## src/rtl/a2d_arb_pkg.sv

```systemverilog
// Shared types and constants for the two-requester A2D arbiter.
package a2d_arb_pkg;

  localparam int CHNL_W  = 3;
  localparam int RES_W   = 12;
  localparam int NUM_REQ = 2;

  localparam logic [RES_W-1:0] RES_TIMEOUT = 12'hFFF;

  typedef enum logic {IDLE, WAIT} arb_state_t;

endpackage

```

## src/rtl/a2d_req_slot.sv

```systemverilog
// One requester's private port: pending flag, channel latch, result register
// and completion pulse.
module a2d_req_slot
  import a2d_arb_pkg::*;
(
  input  logic              clk,
  input  logic              rst_n,
  input  logic              strt,
  input  logic [CHNL_W-1:0] chnnl_in,
  input  logic              grant_done,
  input  logic [RES_W-1:0]  done_res,
  output logic              pend,
  output logic [CHNL_W-1:0] chnnl,
  output logic [RES_W-1:0]  res,
  output logic              cmplt
);

  logic              pend_q, pend_d;
  logic [CHNL_W-1:0] chnnl_q, chnnl_d;
  logic [RES_W-1:0]  res_q, res_d;
  logic              cmplt_q, cmplt_d;

  // A request arriving with this slot's own completion starts a fresh one.
  always_comb begin
    pend_d  = pend_q;
    chnnl_d = chnnl_q;
    res_d   = res_q;
    cmplt_d = grant_done;
    if (grant_done) begin
      pend_d = strt;
      res_d  = done_res;
    end else if (strt) begin
      pend_d = 1'b1;
    end
    if (strt && (!pend_q || grant_done)) chnnl_d = chnnl_in;
  end

  always_ff @(posedge clk or negedge rst_n) begin
    if (!rst_n) begin
      pend_q  <= 1'b0;
      chnnl_q <= '0;
      res_q   <= '0;
      cmplt_q <= 1'b0;
    end else begin
      pend_q  <= pend_d;
      chnnl_q <= chnnl_d;
      res_q   <= res_d;
      cmplt_q <= cmplt_d;
    end
  end

  assign pend  = pend_q;
  assign chnnl = chnnl_q;
  assign res   = res_q;
  assign cmplt = cmplt_q;

endmodule

```

## src/rtl/a2d_arbiter.sv

```systemverilog
// Shares one A2D interface between motion_cntrl (req0, priority) and the
// battery monitor (req1), with a starvation guard and a conversion timeout.
module a2d_arbiter
  import a2d_arb_pkg::*;
#(
  parameter int MAX_CONSEC = 4,
  parameter int TIMEOUT    = 4095,
  parameter int TO_W       = 12
) (
  input  logic        clk,
  input  logic        rst_n,
  input  logic        strt_cnv0,
  input  logic [2:0]  chnnl0,
  output logic        cnv_cmplt0,
  output logic [11:0] res0,
  input  logic        strt_cnv1,
  input  logic [2:0]  chnnl1,
  output logic        cnv_cmplt1,
  output logic [11:0] res1,
  output logic        a2d_strt_cnv,
  output logic [2:0]  a2d_chnnl,
  input  logic        a2d_cnv_cmplt,
  input  logic [11:0] a2d_res,
  output logic        timeout_err
);

  localparam int              CW         = $clog2(MAX_CONSEC + 1);
  localparam logic [CW-1:0]   CONSEC_MAX = CW'(MAX_CONSEC);
  localparam logic [TO_W-1:0] TO_LIM     = TO_W'(TIMEOUT);

  logic [NUM_REQ-1:0]             strt_v, pend_v, done_v, cmplt_v;
  logic [NUM_REQ-1:0][CHNL_W-1:0] chin_v, ch_v;
  logic [NUM_REQ-1:0][RES_W-1:0]  res_v;
  logic [RES_W-1:0]               done_res;

  assign strt_v = {strt_cnv1, strt_cnv0};
  assign chin_v = {chnnl1, chnnl0};

  for (genvar i = 0; i < NUM_REQ; i++) begin : g_slot
    a2d_req_slot u_slot (
      .clk        (clk),
      .rst_n      (rst_n),
      .strt       (strt_v[i]),
      .chnnl_in   (chin_v[i]),
      .grant_done (done_v[i]),
      .done_res   (done_res),
      .pend       (pend_v[i]),
      .chnnl      (ch_v[i]),
      .res        (res_v[i]),
      .cmplt      (cmplt_v[i])
    );
  end

  arb_state_t      state_q, state_d;
  logic            gnt_q, gnt_d;
  logic [TO_W-1:0] cnt_q, cnt_d;
  logic [CW-1:0]   consec_q, consec_d;
  logic            strt_q, strt_d;
  logic [2:0]      chnl_q, chnl_d;
  logic            tmo_q, tmo_d;
  logic            pick1;

  // req1 wins only when req0 is absent or has used up its consecutive quota.
  assign pick1 = pend_v[1] & (~pend_v[0] | (consec_q == CONSEC_MAX));

  always_comb begin
    state_d  = state_q;
    gnt_d    = gnt_q;
    cnt_d    = cnt_q;
    strt_d   = 1'b0;
    chnl_d   = chnl_q;
    tmo_d    = 1'b0;
    done_v   = '0;
    done_res = a2d_res;
    unique case (state_q)
      IDLE: begin
        if (|pend_v) begin
          gnt_d   = pick1;
          chnl_d  = ch_v[pick1];
          strt_d  = 1'b1;
          cnt_d   = '0;
          state_d = WAIT;
        end
      end
      WAIT: begin
        // A completion landing on the timeout cycle still counts as a result.
        if (a2d_cnv_cmplt) begin
          done_v[gnt_q] = 1'b1;
          state_d       = IDLE;
        end else if (cnt_q == TO_LIM) begin
          done_v[gnt_q] = 1'b1;
          done_res      = RES_TIMEOUT;
          tmo_d         = 1'b1;
          state_d       = IDLE;
        end else begin
          cnt_d = cnt_q + 1'b1;
        end
      end
      default: state_d = IDLE;
    endcase
  end

  always_comb begin
    consec_d = consec_q;
    if (!pend_v[1]) begin
      consec_d = '0;
    end else if (state_q == IDLE && |pend_v) begin
      if (pick1)                       consec_d = '0;
      else if (consec_q != CONSEC_MAX) consec_d = consec_q + 1'b1;
    end
  end

  always_ff @(posedge clk or negedge rst_n) begin
    if (!rst_n) begin
      state_q  <= IDLE;
      gnt_q    <= 1'b0;
      cnt_q    <= '0;
      consec_q <= '0;
      strt_q   <= 1'b0;
      chnl_q   <= '0;
      tmo_q    <= 1'b0;
    end else begin
      state_q  <= state_d;
      gnt_q    <= gnt_d;
      cnt_q    <= cnt_d;
      consec_q <= consec_d;
      strt_q   <= strt_d;
      chnl_q   <= chnl_d;
      tmo_q    <= tmo_d;
    end
  end

  assign a2d_strt_cnv = strt_q;
  assign a2d_chnnl    = chnl_q;
  assign timeout_err  = tmo_q;
  assign cnv_cmplt0   = cmplt_v[0];
  assign cnv_cmplt1   = cmplt_v[1];
  assign res0         = res_v[0];
  assign res1         = res_v[1];

endmodule

```

## config.mk

```make
export PLATFORM = sky130hd
export DESIGN_NAME = a2d_arbiter
export DESIGN_NICKNAME = d
export VERILOG_FILES = /design/src/rtl/a2d_arb_pkg.sv /design/src/rtl/a2d_req_slot.sv /design/src/rtl/a2d_arbiter.sv
export SDC_FILE = /design/constraint.sdc
export NUM_CORES = 1
export LEC_CHECK = 0
export BUFFER_PORTS_ARGS = -buffer_cell sky130_fd_sc_hd__buf_2
export CAP_MARGIN = 40
export CORE_MARGIN = 2
export CORE_UTILIZATION = 35
export CTS_BUF_LIST = sky130_fd_sc_hd__clkbuf_16
export DETAILED_ROUTE_END_ITERATION = 7
export SYNTH_ARGS = -nofsm -noshare
export SYNTH_HDL_FRONTEND = slang
export SYNTH_SLANG_ARGS = --single-unit
export TNS_END_PERCENT = 50
```

## constraint.sdc

```tcl
create_clock -name clk -period 3.6 [get_ports clk]
set_clock_uncertainty 0.05 [all_clocks]
set_input_delay 0.36 -clock clk [delete_from_list [all_inputs] [get_ports clk]]
set_output_delay 0.36 -clock clk [all_outputs]
set_load 0.02 [all_outputs]
```

==> impl_metrics.yaml <==
global_routing:
  grt_pass1_wl_mm: 8.13
  first_global_vias: 1615
  grt.total_usage_pct: 13.6
  grt_max_degree: 30
  grt_remaining_overflow: 0
  antenna_found_initial: 0
power:
  switching_share_pct: 36.4
  combinationalPowerShare_pct: 37.5
  switching_power_uw: 853
  peakVddDrop_uv: 324
  total_power_mw: 2.35
  power.leakage_nw: 1.27
  power_frac_seq_pct: 42.8
  intPower_mw: 1.49
  pwr-share-clk_pct: 19.8
  power_density_nw_per_um2: 815
sta:
  worstMarginPinSlew_ns: 0.627
  grt_setup_unrepaired: "false"
  fmax_ghz: 0.494
  setup_viol: 0
  period_needed_ns: 2.03
  finalHoldViolCount: 0
  setup_tns_ns: 0
  slew_violations: 0
  period_share_pct: 56.3
  relSlewSlack_pct: 57.9
floorplanning:
  die_w_um: 87.0
  core_um2: 6720
  fp-row-count: 30
  die_h_um: 87.0
  initial_core_util_pct: 35.9
  io_pins: 54
  die_area_um2: 7560
synth:
  syn-num-nets: 219
  synthArstFlopShare_pct: 100
  synth-seq-cells: 56
  ys_warn_count: 0
  synth_most_common_cell: "dfrtp_1"
  synthTopCellsByArea: "dfrtp_1, o22a_2, mux2_2"
  syn-cell-area_um2: 2410
  synth_ff_type: "dfrtp_1"
  netlist_instances: 193
  ys_seq_area_share_pct: 58.2
  synthTopCellsByCount: "dfrtp_1, o22a_2, nand2_1, o21ai_0, nand3_1"
  avgSynthCellArea_um2: 12.5
  synthDistinctLibCells: 41
  synth_edf_count: 0
  synth_top_cell_by_area: "dfrtp_1"
  netlist.area_leader.share_pct: 58.2
worst_setup_path:
  crit_path_start_kind: "flop"
  path_max_fanout: 14
  crit_arrival_ns: 2.15
  worstSetupEndpointType: "flop"
  critPathRequiredTime_ns: 3.72
  crit_type: "reg -> reg"
placed_design:
  dp_cells: 320
  port_buffers: 53
  routabilityCongestion: 0.785
  hpwl_mm: 3.62
clock_network:
  clkTransAtPathRegs_ns: 0.07
  holdBufCountCts: 0
  cts_tree: "built"
  post-cts-setup-buffers: 0
  cts-buffers-inserted: 5
  root_buffer: "clkbuf_16"
  cts.repair.resized: 0
  clockBufferDepth: 2
  h-tree-depth: 2
  cts_sinks: 56
  clock_latency_ns: 0.29
routing:
  routedWlPerCell_um: 14.8
  vias_per_cell: 5.09
  ant_nets: 0
  drc: 0
  num_vias: 1664
  drt_pass1_iterations: 4
  wl_mm: 4.85
  drtIter0Drc: 92
layout:
  fin_cells: 327
  num_antenna_cells: 0
  layout.nets: 273
  area_growth_pct: 19.4
  drive_gt1_share_pct: 40.1
outcome:
  status: "complete, no violations"
job:
  maxCapViolCount: 0
worst_hold_path:
  hold_path.class: "in -> async"
## routing by layer
metal	share of wire [%]	up-vias	wire [um]	track usage (%)
li1	-	830	-	-
met1	50	800	2410	20.4
met2	46	29	2230	19.6
met3	3.2	5	156	2.46
met4	1.1	0	55	5.11
met5	0	-	0	0
## metrics by stage
| stage | cell area (um2) | hold WS, ns | util [%] | setup slack (ns) |
|---|---|---|---|---|
| 5_1_grt | 2880 | 0.0782 | 42.8 | 1.38 |
| 4_1_cts | 2880 | 0.0610 | 42.8 | 1.55 |
| 3_5_place_dp | 2740 | 0.376 | 40.8 | 1.56 |
| 2_1_floorplan | 2410 | 0.0144 | - | 1.89 |
| 3_3_place_gp | 2740 | 0.371 | 40.8 | 1.57 |
| 6_report | 2880 | 0.0331 | 42.8 | 1.57 |
## state kept, by name, indices dropped and copies added (netlist names)
register             cells
g_slot.u_slot.res       24
cnt_q                   12
g_slot.u_slot.chnnl      6
a2d_chnnl                3
consec_q                 3
g_slot.u_slot.cmplt      2
g_slot.u_slot.pend       2
a2d_strt_cnv             1
gnt_q                    1
state_q                  1
timeout_err              1
## critical path: stages (launching register included)
cell,delay [ns]
dfrtp_1,0.51
nand3_1,0.46
nand2_1,0.13
o21ai_0,0.39
mux2_2,0.38
## power groups by stage
stage                     clock network (mW)  registers, mW  logic, mW
after global placement                     0           1.01      0.891
final                                  0.464           1.00      0.879
after floorplan                            0           1.18      0.465
after CTS                              0.476           1.01      0.895
after detailed placement                   0           1.02      0.894
after global routing                   0.499           1.04      0.964
## worst paths after layout
check	from	endpoint	slack (ns)	cells after the start
worst max register to register	state_q	g_slot[1].u_slot.chnnl[0]	1.57	4
worst min-delay path	rst_n	g_slot[0].u_slot.res[4]	0.03	1
min in group clk	chnnl0[1]	g_slot[0].u_slot.chnnl[1]	0.24	2
worst min register to register	a2d_chnnl[2]	a2d_chnnl[2]	0.44	2
worst max-delay path	state_q	g_slot[1].u_slot.chnnl[0]	1.57	4
max in group asynchronous	rst_n	cnt_q[1]	2.66	2
## final cells by class
cell class,instances,area (um2)
Tap cell,80,100
Clock buffer,5,125
Fill cell,647,3840
Sequential cell,56,1400
Inverter,5,18.8
Timing Repair Buffer,54,273
Multi-Input combinational cell,125,946
Clock inverter,2,12.5
## placed cells by master, fill, tap and decap left out, drive strengths merged, types with 2 or more instances in the layout
master / n
mux2i: 5
o31ai: 5
o21ai: 11
nor2: 3
o21bai: 2
nor3: 4
nor3b: 3
a21oi: 7
buf: 54
nand3: 8
nor4: 2
nand4: 3
nor2b: 4
o211ai: 2
clkbuf: 5
nand2: 14
inv: 5
ha: 3
dfrtp: 56
o22a: 24
mux2: 6
a31oi: 2
and4: 2
nand2b: 3
or2: 2
and2: 2
## cell families (layout without fill, tap and decap cells)
family,Yosys count,in the layout,synth area share [%]
buffers and inverters,12,66,2.60
AOI/OAI and AO/OA,56,56,19.3
and+or+nand+nor,55,55,13.5
muxes,11,11,4.88
DFF,56,56,58.2
adders and majority gates,3,3,1.56
Power figures use the tool's default switching activity.
